### src/rtl/ex_mem_pkg.sv
// Shared types and constants for the EX->MEM pipeline boundary.
package ex_mem_pkg;

  localparam int unsigned CTRL_MEM_TO_REG = 0;
  localparam int unsigned CTRL_MEM_WRITE  = 1;

  localparam int unsigned DEF_DATA_W = 32;
  localparam int unsigned DEF_PC_W   = 16;
  localparam int unsigned DEF_CTRL_W = 2;

  // Bit 0 means main holds an entry, bit 1 means skid holds an entry.
  typedef enum logic [1:0] {
    EMPTY = 2'b00,
    ONE   = 2'b01,
    TWO   = 2'b11
  } skid_state_e;

  typedef struct packed {
    logic [DEF_CTRL_W-1:0] ctrl;
    logic [DEF_PC_W-1:0]   pc;
    logic [DEF_DATA_W-1:0] rd2;
    logic [DEF_DATA_W-1:0] alu;
  } ex_mem_payload_t;

endpackage

### src/rtl/pipe_skid_buf.sv
// Generic 2-entry valid/ready skid buffer with flush; main entry drives the output.
module pipe_skid_buf
  import ex_mem_pkg::*;
#(
  parameter int unsigned PAYLOAD_W = 8
) (
  input  logic                 clk,
  input  logic                 rst,
  input  logic                 flush,
  input  logic                 in_valid,
  output logic                 in_ready,
  input  logic [PAYLOAD_W-1:0] in_data,
  output logic                 out_valid,
  input  logic                 out_ready,
  output logic [PAYLOAD_W-1:0] out_data
);

  skid_state_e          state_q;
  skid_state_e          state_d;
  logic [PAYLOAD_W-1:0] main_q;
  logic [PAYLOAD_W-1:0] skid_q;
  logic                 load_main_in;
  logic                 load_main_skid;
  logic                 load_skid;
  logic                 accept;
  logic                 consume;

  // Handshake flags come straight off state flops, no path from in_valid/out_ready.
  assign in_ready  = ~state_q[1];
  assign out_valid = state_q[0];
  assign out_data  = main_q;
  assign accept    = in_valid & in_ready;
  assign consume   = out_valid & out_ready;

  always_ff @(posedge clk or posedge rst) begin
    if (rst) begin
      state_q <= EMPTY;
    end else begin
      state_q <= state_d;
    end
  end

  always_comb begin
    state_d        = state_q;
    load_main_in   = 1'b0;
    load_main_skid = 1'b0;
    load_skid      = 1'b0;
    case (state_q)
      EMPTY: begin
        if (accept) begin
          state_d      = ONE;
          load_main_in = 1'b1;
        end
      end
      ONE: begin
        if (accept && consume) begin
          load_main_in = 1'b1;
        end else if (accept) begin
          state_d   = TWO;
          load_skid = 1'b1;
        end else if (consume) begin
          state_d = EMPTY;
        end
      end
      TWO: begin
        if (consume) begin
          state_d        = ONE;
          load_main_skid = 1'b1;
        end
      end
      default: state_d = EMPTY;
    endcase
    // Flush drops everything, including a same-cycle input.
    if (flush) begin
      state_d        = EMPTY;
      load_main_in   = 1'b0;
      load_main_skid = 1'b0;
      load_skid      = 1'b0;
    end
  end

  always_ff @(posedge clk or posedge rst) begin
    if (rst) begin
      main_q <= '0;
      skid_q <= '0;
    end else begin
      if (load_main_in) begin
        main_q <= in_data;
      end else if (load_main_skid) begin
        main_q <= skid_q;
      end
      if (load_skid) begin
        skid_q <= in_data;
      end
    end
  end

endmodule

### src/rtl/ex_mem_stage_buf.sv
// EX->MEM pipeline boundary: skid-buffered payload, gated control bits, stall counter.
module ex_mem_stage_buf
  import ex_mem_pkg::*;
#(
  parameter int unsigned DATA_W = 32,
  parameter int unsigned PC_W   = 16,
  parameter int unsigned CTRL_W = 2,
  parameter int unsigned CNT_W  = 16
) (
  input  logic              clk,
  input  logic              rst,
  input  logic              in_valid,
  output logic              in_ready,
  input  logic [CTRL_W-1:0] in_ctrl,
  input  logic [PC_W-1:0]   in_pc,
  input  logic [DATA_W-1:0] in_rd2,
  input  logic [DATA_W-1:0] in_alu,
  input  logic              flush,
  output logic              out_valid,
  input  logic              out_ready,
  output logic [CTRL_W-1:0] out_ctrl,
  output logic [PC_W-1:0]   out_pc,
  output logic [DATA_W-1:0] out_rd2,
  output logic [DATA_W-1:0] out_alu,
  output logic [CNT_W-1:0]  stall_cnt
);

  // Same field order as ex_mem_payload_t, sized by this instance's parameters.
  typedef struct packed {
    logic [CTRL_W-1:0] ctrl;
    logic [PC_W-1:0]   pc;
    logic [DATA_W-1:0] rd2;
    logic [DATA_W-1:0] alu;
  } payload_t;

  localparam int unsigned    PAYLOAD_W = $bits(payload_t);
  localparam logic [CNT_W-1:0] CNT_MAX = {CNT_W{1'b1}};

  payload_t         in_pl;
  payload_t         main_pl;
  logic [CNT_W-1:0] stall_q;

  assign in_pl = '{ctrl: in_ctrl, pc: in_pc, rd2: in_rd2, alu: in_alu};

  pipe_skid_buf #(
    .PAYLOAD_W(PAYLOAD_W)
  ) u_skid (
    .clk      (clk),
    .rst      (rst),
    .flush    (flush),
    .in_valid (in_valid),
    .in_ready (in_ready),
    .in_data  (in_pl),
    .out_valid(out_valid),
    .out_ready(out_ready),
    .out_data (main_pl)
  );

  // An empty slot must never request a load or store downstream.
  assign out_ctrl  = main_pl.ctrl & {CTRL_W{out_valid}};
  assign out_pc    = main_pl.pc;
  assign out_rd2   = main_pl.rd2;
  assign out_alu   = main_pl.alu;
  assign stall_cnt = stall_q;

  always_ff @(posedge clk or posedge rst) begin
    if (rst) begin
      stall_q <= '0;
    end else if (out_valid && !out_ready && (stall_q != CNT_MAX)) begin
      stall_q <= stall_q + CNT_W'(1);
    end
  end

endmodule

### config.mk
export PLATFORM = sky130hd
export DESIGN_NAME = ex_mem_stage_buf
export DESIGN_NICKNAME = d
export VERILOG_FILES = /design/src/rtl/ex_mem_pkg.sv /design/src/rtl/pipe_skid_buf.sv /design/src/rtl/ex_mem_stage_buf.sv
export SDC_FILE = /design/constraint.sdc
export NUM_CORES = 1
export LEC_CHECK = 0
export CAP_MARGIN = 20
export CELL_PAD_IN_SITES_DETAIL_PLACEMENT = 1
export CELL_PAD_IN_SITES_GLOBAL_PLACEMENT = 1
export CORE_ASPECT_RATIO = 0.6
export CORE_MARGIN = 2
export CORE_UTILIZATION = 45
export CTS_BUF_LIST = sky130_fd_sc_hd__clkbuf_8
export DETAILED_ROUTE_END_ITERATION = 16
export GPL_TIMING_DRIVEN = 0
export PLACE_DENSITY = 0.93
export SYNTH_ARGS = -nofsm -noshare
export SYNTH_HDL_FRONTEND = slang
export SYNTH_SLANG_ARGS = --single-unit
### constraint.sdc
create_clock -name clk -period 12.6 [get_ports clk]
set_clock_uncertainty 0.05 [all_clocks]
set_input_delay 3.78 -clock clk [delete_from_list [all_inputs] [get_ports clk]]
set_output_delay 3.78 -clock clk [all_outputs]
set_load 0.05 [all_outputs]
Word level (Yosys, flattened, before mapping)
Index checks and enable logic that the tools add are counted.
{"block": "totals", "reg_bits": 182, "latchBits": 0, "mem_bits_rw": 0, "rom_bits": 0, "in_bits": 87, "output_inout_bits": 100, "word_cells": 42, "memories": 0}
{"block": "classes", "add_sub_neg": 1, "mul": 0, "div": 0, "n_lt_le_gt_ge": 0, "n_eq_ne": 7, "n_shift": 0, "n_mux": 19, "bitwise": 4, "reduce_logical": 7}
{"op": "$mux 82", "count": 2}
{"op": "$add 16x1->16 const B", "count": 1}
{"op": "$ne 16x16->1 const B", "count": 1}
{"op": "$mux 2", "count": 6}
{"op": "$mux 1", "count": 9}
{"op": "$ne 3x2->1 const B", "count": 2}
{"op": "$pmux 2 s3", "count": 1}
{"op": "$ne 4x2->1 const B", "count": 1}
{"op": "$reduce_and 4->1", "count": 1}
{"op": "$logic_and 1x1->1", "count": 3}
{"op": "$ne 3x3->1 const B", "count": 1}
{"op": "$and 1x1->1", "count": 2}
{"op": "$and 2x2->2", "count": 1}
{"op": "$eq 2x1->1 const B", "count": 1}
{"op": "$eq 2x2->1 const B", "count": 1}
{"op": "$logic_not 2->1", "count": 1}
{"op": "$pmux 1 s2", "count": 1}
{"op": "$reduce_bool 2->1", "count": 1}
{"op": "$logic_not 1->1", "count": 1}
{"op": "$not 1->1", "count": 1}

Depth between registers and ports, before layout
Gate-level depths: netlist of run 1.
{"block": "depth", "ltp_word": 7, "depth_mapped": 10}

Hierarchy
Synthesis of run 1 repeated with hierarchy kept, for this count alone.
{"block": "unflattened", "cells_unflattened": 632, "area_unflattened_um2": 8012.7}
{"mod": "pipe_skid_buf", "instances": 1, "cells_per_inst": 554, "area_per_inst_um2": 7139.3, "seq_area_each_um2": 4154.0}
{"mod": "ex_mem_stage_buf", "instances": 1, "cells_per_inst": 78, "area_per_inst_um2": 873.3, "seq_area_each_um2": 400.4}

Worst setup path before layout of run 1
OpenSTA, ideal clock, no wires.
{"block": "synth_path", "path_type": "register to output", "startpoint": "reg u_skid.state_q[0]", "endpoint": "out out_ctrl[1]", "t_arrival_ns": 1.359, "required_ns": 8.770, "setup_slack_ns": 7.411, "stages_incl_launch_ff": 3, "path_buffers": 1, "cell_sequence": "dfrtp_1 -> buf_2 -> and2_1"}
{"block": "synth_between", "elab_chain_cells": 1}
{"element": "from (decl)", "line_no": "pipe_skid_buf.sv:18", "rtl": "skid_state_e state_q;"}
{"element": "from (signal assigned)", "line_no": "pipe_skid_buf.sv:39", "rtl": "state_q <= state_d;"}
{"element": "$and 2x2->2", "line_no": "ex_mem_stage_buf.sv:60", "rtl": "assign out_ctrl = main_pl.ctrl & {CTRL_W{out_valid}};"}
{"element": "to (decl)", "line_no": "ex_mem_stage_buf.sv:21", "rtl": "output logic [CTRL_W-1:0] out_ctrl,"}
Every way passes these cells.

Worst setup path in the final report of run 1
Same ends and word-level chain as after synthesis.

==> results of run 1 <==
-- worst register-to-register path, delay by kind of cell (launching register included) --
| family | cells | cell delay, ps |
|---|---|---|
| DFF | 1 | 450 |
| AOI/OAI and AO/OA | 2 | 170 |
| adders and majority gates | 1 | 230 |
| buffers and inverters | 4 | 1180 |
| and+or+nand+nor | 2 | 540 |
-- registers in the layout (all words and copies together) (netlist names) --
| signal | count |
|---|---|
| stall_cnt | 16 |
| u_skid.out_data | 82 |
| u_skid.skid_q | 82 |
| u_skid.state_q | 2 |
-- cells in the final DEF (no fill, tap or decap), types with 2 or more instances in the layout --
master             n
nor4_1             5
inv_6              4
and4_1             2
inv_1              5
clkbuf_1           7
buf_4             87
o21ai_0           75
nor2_1             5
xor2_1            10
buf_2             22
nand3_1            3
nand4_2            2
and3_1             3
o21ai_1           10
mux2_2            83
buf_1              2
nand2_1           87
nand4_1            2
xnor2_1            2
clkdlybuf4s50_1  185
mux2i_1           82
clkinv_4           2
a31oi_1            3
ha_1               5
and2_1             2
clkbuf_8          19
dfrtp_1          182
a21oi_1            5
inv_8              6
nor3_1             5
-- stage by stage --
stage,cell area [µm²],std cells,total power [mW]
after global placement,10590,1137,2.231
after CTS,11020,1170,2.711
after floorplan,8439,712,1.877
after detailed placement,10630,1138,2.309
final,11020,1170,2.692
after global routing,11020,1170,2.831
-- metal layers --
layer	GRT usage	part of all wire	wire length, µm
met5	0	0	0
met4	0.05184	0.0087	203
met3	0.05880	0.052	1220
met2	0.4060	0.48	11100
met1	0.3239	0.46	10800
-- worst paths after layout --
check,start,slack (ps),cells past startpoint,end
worst max-delay path,u_skid.state_q[0]$_DFFE_PP0P_,6650,3,out_ctrl[1]
worst min-delay path,u_skid.skid_q[4]$_DFFE_PP0P_,460,1,u_skid.skid_q[4]$_DFFE_PP0P_
worst max register to register,u_skid.state_q[0]$_DFFE_PP0P_,9890,9,u_skid.out_data[23]$_DFFE_PP0P_
worst min register to register,u_skid.skid_q[4]$_DFFE_PP0P_,460,1,u_skid.skid_q[4]$_DFFE_PP0P_
max in group asynchronous,rst,7860,3,u_skid.skid_q[80]$_DFFE_PP0P_
min in group asynchronous,rst,3750,2,u_skid.skid_q[41]$_DFFE_PP0P_
-- layout make-up --
cell class	count	area, µm²
Clock buffer	19	261.5
Clock inverter	13	128.9
Sequential cell	182	4554
Fill cell	1884	7193
Multi-Input combinational cell	407	3069
Tap cell	240	300.3
Inverter	5	26.28
Timing Repair Buffer	186	1879
Buffer	118	797.0
-- synthesized netlist by cell type, types with 3 or more instances --
cell,n,area share
a21oi_1,5,0.0030
a31oi_1,3,0.0022
and3_1,3,0.0022
buf_2,22,0.013
buf_4,87,0.077
clkbuf_1,7,0.0031
dfrtp_1,182,0.54
ha_1,5,0.0074
inv_1,5,0.0022
mux2_2,83,0.11
mux2i_1,82,0.097
nand2_1,87,0.039
nand3_1,3,0.0018
nor2_1,5,0.0022
nor3_1,5,0.0030
nor4_1,5,0.0037
o21ai_0,75,0.044
o21ai_1,10,0.0059
xor2_1,10,0.010
-- kinds of logic after synthesis --
logic type,Yosys count,synth area share
xor gates and xnor gates,12,0.01245
and+or+nand+nor,125,0.07146
DFF,182,0.5397
AOI/OAI and AO/OA,99,0.06257
muxes,166,0.2098
adders and majority gates,5,0.007413
buffers and inverters,123,0.09667
-- power by group --
group | total, mW | internal, mW | switching, mW
Sequential | 1.00 | 0.838 | 0.161
Clock | 0.398 | 0.158 | 0.240
Combinational | 1.29 | 0.560 | 0.734
Total | 2.69 | 1.56 | 1.14
==> impl_metrics.env, run 1 <==
export IMPL_insertion_delay_ps=460
export IMPL_synth_distinct_cells=41
export IMPL_fin_crit_ps=5950
export IMPL_setup_viol=0
export IMPL_clkSinkCount=182
export IMPL_finalCritPeriodShare=0.4723
export IMPL_drt_first_pass_iters=4
export IMPL_critPathBufInv=2
export IMPL_cp_max_fo=10
export IMPL_synth_edf_count=0
export IMPL_antenna_left=0
export IMPL_fin_util=0.6050
export IMPL_critPathCaptureType="primary output"
export IMPL_leakage_nw=5.369
export IMPL_num_antenna_cells=0
export IMPL_h_tree_depth=4
export IMPL_cp_arrival_ps=2120
export IMPL_cts_resized=0
export IMPL_io_buffers=185
export IMPL_post_cts_buffers=0
export IMPL_max_freq_ghz=0.1681
export IMPL_clockRootBuffer="clkbuf_8"
export IMPL_postRouteWirelength_um=23320
export IMPL_grt_ovfl_total=0
export IMPL_critical_path_slowest_cell="clkdlybuf4s50_1"
export IMPL_start_util=0.4634
export IMPL_slew_headroom=0.5922
export IMPL_vdd_drop_max_v=0.0001588
export IMPL_path_cells="buf_2 > and2_1 > clkdlybuf4s50_1"
export IMPL_final_nets=1009
export IMPL_postCtsHoldBufs=0
export IMPL_antenna_found_initial=0
export IMPL_ys_warnings_count=0
export IMPL_hold_path_class="reg2reg"
export IMPL_finalHoldViolations=0
export IMPL_critical_path_startpoint_type="flop"
export IMPL_grt_max_degree=97
export IMPL_setup_ws_ps=6650
export IMPL_syn_instance_count=712
export IMPL_post_drt_wl_per_cell_um=19.93
export IMPL_yosysSeqAreaShare=0.5397
export IMPL_ys_flop_type="dfrtp_1"
export IMPL_grt_pass1_vias=6796
export IMPL_required_ps=8770
export IMPL_drive_gt1_frac=0.2516
export IMPL_die_area_um2=19900
export IMPL_critPathTopFamily="buffers and inverters"
export IMPL_clk_pin_slew_worst_paths_ps=100
export IMPL_maxSlewViolCount=0
export IMPL_cpPeakStageDelay_ps=830
export IMPL_cap_violations=0
export IMPL_status="completed"
export IMPL_setup_tns_ps=0
export IMPL_tritoncts="done"
export IMPL_numCtsBuffers=17
export IMPL_ios=187
export IMPL_p_per_area_nw_per_um2=244.4
export IMPL_netlist_area_um2=8439
export IMPL_num_vias=6073
export IMPL_synth_fp_nets=804
export IMPL_track_usage=0.2422
export IMPL_grt_setup_unrepaired="false"
export IMPL_async_reset_ff_frac=1.000
export IMPL_clockBufferDepth=2
export IMPL_rows=38
export IMPL_viasPerCell=5.191
export IMPL_die_w_um=180.8
export IMPL_hold_worst_slack_ps=462.8
export IMPL_place_ws_ps=6636
export IMPL_tightestPinTransition_ps=611.7
export IMPL_first_iter_violations=442
export IMPL_drc=0
export IMPL_path_class="reg2out"
export IMPL_syn_area_per_cell_um2=11.85
export IMPL_hpwl_um=17340
export IMPL_area_growth_pct=30.54
export IMPL_ys_ff_latch=182
export IMPL_grt_pass1_wl_um=37180
export IMPL_gp_congestion=0.8433
export IMPL_die_h_um=110.1
export IMPL_core_um2=18210
Power figures use the tool's default switching activity.
==> inputs of run 2 (changes only) <==
--- a/config.mk
+++ b/config.mk
@@ -10,11 +10,11 @@
 export CELL_PAD_IN_SITES_GLOBAL_PLACEMENT = 1
 export CORE_ASPECT_RATIO = 0.6
 export CORE_MARGIN = 2
-export CORE_UTILIZATION = 45
+export CORE_UTILIZATION = 37
 export CTS_BUF_LIST = sky130_fd_sc_hd__clkbuf_8
 export DETAILED_ROUTE_END_ITERATION = 16
 export GPL_TIMING_DRIVEN = 0
-export PLACE_DENSITY = 0.93
+export PLACE_DENSITY = 0.82
 export SYNTH_ARGS = -nofsm -noshare
 export SYNTH_HDL_FRONTEND = slang
 export SYNTH_SLANG_ARGS = --single-unit
==> constraint.sdc (replaced) <==
create_clock -name clk -period 4.8 [get_ports clk]
set_clock_uncertainty 0.05 [all_clocks]
set_input_delay 1.44 -clock clk [delete_from_list [all_inputs] [get_ports clk]]
set_output_delay 1.44 -clock clk [all_outputs]
set_load 0.05 [all_outputs]
==> impl_metrics.env, run 2 (synthesized netlist as in run 1, its figures left out) <==
export IMPL_postCtsHoldBufs=0
export IMPL_path_class="reg2out"
export IMPL_area_growth_pct=31.92
export IMPL_cts_resized=0
export IMPL_finalCritPeriodShare=0.7533
export IMPL_place_ws_ps=1095
export IMPL_rr_worst_depth=8
export IMPL_insertion_delay_ps=470
export IMPL_start_util=0.3797
export IMPL_crit_path_start="u_skid.state_q[0]$_DFFE_PP0P_"
export IMPL_critical_path_startpoint_type="flop"
export IMPL_required_ps=3310
export IMPL_cp_max_fo=10
export IMPL_r2r_setup_slack_ps=2110
export IMPL_status="completed"
export IMPL_grt_pass1_vias=6380
export IMPL_clockRootBuffer="clkbuf_8"
export IMPL_cap_violations=0
export IMPL_clk_pin_slew_worst_paths_ps=90
export IMPL_timing_rr_start="u_skid.state_q[0]$_DFFE_PP0P_"
export IMPL_clkSinkCount=182
export IMPL_track_usage=0.1929
export IMPL_first_iter_violations=189
export IMPL_worstHoldStart="u_skid.skid_q[32]$_DFFE_PP0P_"
export IMPL_design_area_um2=11130
export IMPL_grt_pass1_wl_um=35170
export IMPL_io_buffers=185
export IMPL_grt_setup_unrepaired="false"
export IMPL_die_w_um=199.0
export IMPL_postPlaceCellArea_um2=10760
export IMPL_vdd_drop_max_v=0.0004170
export IMPL_path_cells="buf_2 > and2_1 > clkdlybuf4s50_1"
export IMPL_max_freq_ghz=0.2766
export IMPL_p_per_area_nw_per_um2=626.8
export IMPL_antenna_found_initial=0
export IMPL_h_tree_depth=4
export IMPL_critPathTopFamily="buffers and inverters"
export IMPL_fin_crit_ps=3616
export IMPL_critical_path_slowest_cell="clkdlybuf4s50_1"
export IMPL_tritoncts="done"
export IMPL_finalHoldViolations=0
export IMPL_gp_congestion=0.7947
export IMPL_multi_input_area_um2=3069
export IMPL_fin_util=0.5008
export IMPL_cpPeakStageDelay_ps=800
export IMPL_viasPerCell=4.804
export IMPL_num_vias=5962
export IMPL_drt_first_pass_iters=4
export IMPL_worstSetupPathDepth=3
export IMPL_maxSlewViolCount=0
export IMPL_die_area_um2=24070
export IMPL_r2r_end="u_skid.out_data[66]$_DFFE_PP0P_"
export IMPL_post_cts_buffers=0
export IMPL_final_nets=1012
export IMPL_setup_viol=0
export IMPL_grt_max_degree=41
export IMPL_cp_arrival_ps=2130
export IMPL_final_cell_mix="clkdlybuf4s50_1, dfrtp_1, buf_4, nand2_1, mux2_2"
export IMPL_die_h_um=121.0
export IMPL_numCtsBuffers=17
export IMPL_drc=0
export IMPL_hold_path_class="reg2reg"
export IMPL_core_um2=22230
export IMPL_setup_ws_ps=1184
export IMPL_rows=42
export IMPL_endpoint="out_ctrl[1]"
export IMPL_post_drt_wl_per_cell_um=17.96
export IMPL_grt_ovfl_total=0
export IMPL_clockBufferDepth=2
export IMPL_postRouteWirelength_um=22280
export IMPL_hpwl_um=16440
export IMPL_layout_commonest_cell="clkdlybuf4s50_1"
export IMPL_num_antenna_cells=0
export IMPL_fillers=2384
export IMPL_ios=187
export IMPL_slew_headroom=0.4010
export IMPL_tightestPinTransition_ps=896.7
export IMPL_critPathCaptureType="primary output"
export IMPL_antenna_left=0
export IMPL_drive_gt1_frac=0.2540
export IMPL_seq_area_um2=4554
export IMPL_critPathBufInv=2
export IMPL_leakage_nw=5.374
-- run 2: stage by stage --
step / power, mW / std cells / TNS, ps / hold WS (ps)
6_report: 6.978 / 1241 / 0 / 462.0
5_1_grt: 7.376 / 1241 / 0 / 465.7
4_1_cts: 7.064 / 1241 / 0 / 463.7
3_5_place_dp: 6.024 / 1209 / 0 / 443.0
3_3_place_gp: 5.887 / 1205 / -119670 / 437.2
2_1_floorplan: 4.927 / 712 / 0 / 428.6
-- run 2: cell type report --
class / count / share of cell area
Clock inverter: 14 / 0.01124
Clock buffer: 18 / 0.02225
Buffer: 118 / 0.07159
Multi-Input combinational cell: 407 / 0.2757
Inverter: 5 / 0.002023
Timing Repair Buffer: 189 / 0.1735
Tap cell: 308 / 0.03461
Sequential cell: 182 / 0.4091
-- run 2: worst min-delay path by stage --
stage	end	slack, ps	depth (start not counted)
2_1_floorplan	u_skid.skid_q[79]$_DFFE_PP0P_	430	1
3_3_place_gp	u_skid.skid_q[25]$_DFFE_PP0P_	440	1
3_5_place_dp	u_skid.skid_q[72]$_DFFE_PP0P_	440	1
4_1_cts	u_skid.skid_q[78]$_DFFE_PP0P_	460	1
5_1_grt	u_skid.skid_q[78]$_DFFE_PP0P_	470	1
6_report	u_skid.skid_q[32]$_DFFE_PP0P_	460	1
-- run 2: worst register-to-register path, delay by kind of cell, from the launching register on --
family          cells  cell delay, ps
simple gates        1             360
flops               1             450
fa+ha+maj           1             220
compound gates      2             270
buf+inv             4            1200
-- run 2: report_power, final --
group | switching (mW) | internal (mW)
Sequential | 0.397 | 2.20
Combinational | 1.89 | 1.47
Clock | 0.585 | 0.428
-- run 2: metal layers --
layer / part of all wire / GRT usage / vias up
met2: 0.44 / 0.2909 / 141
met5: 0 / 0 / -
li1: - / - / 2811
met3: 0.059 / 0.05058 / 17
met4: 0.0093 / 0.04804 / 0
met1: 0.50 / 0.2758 / 2993
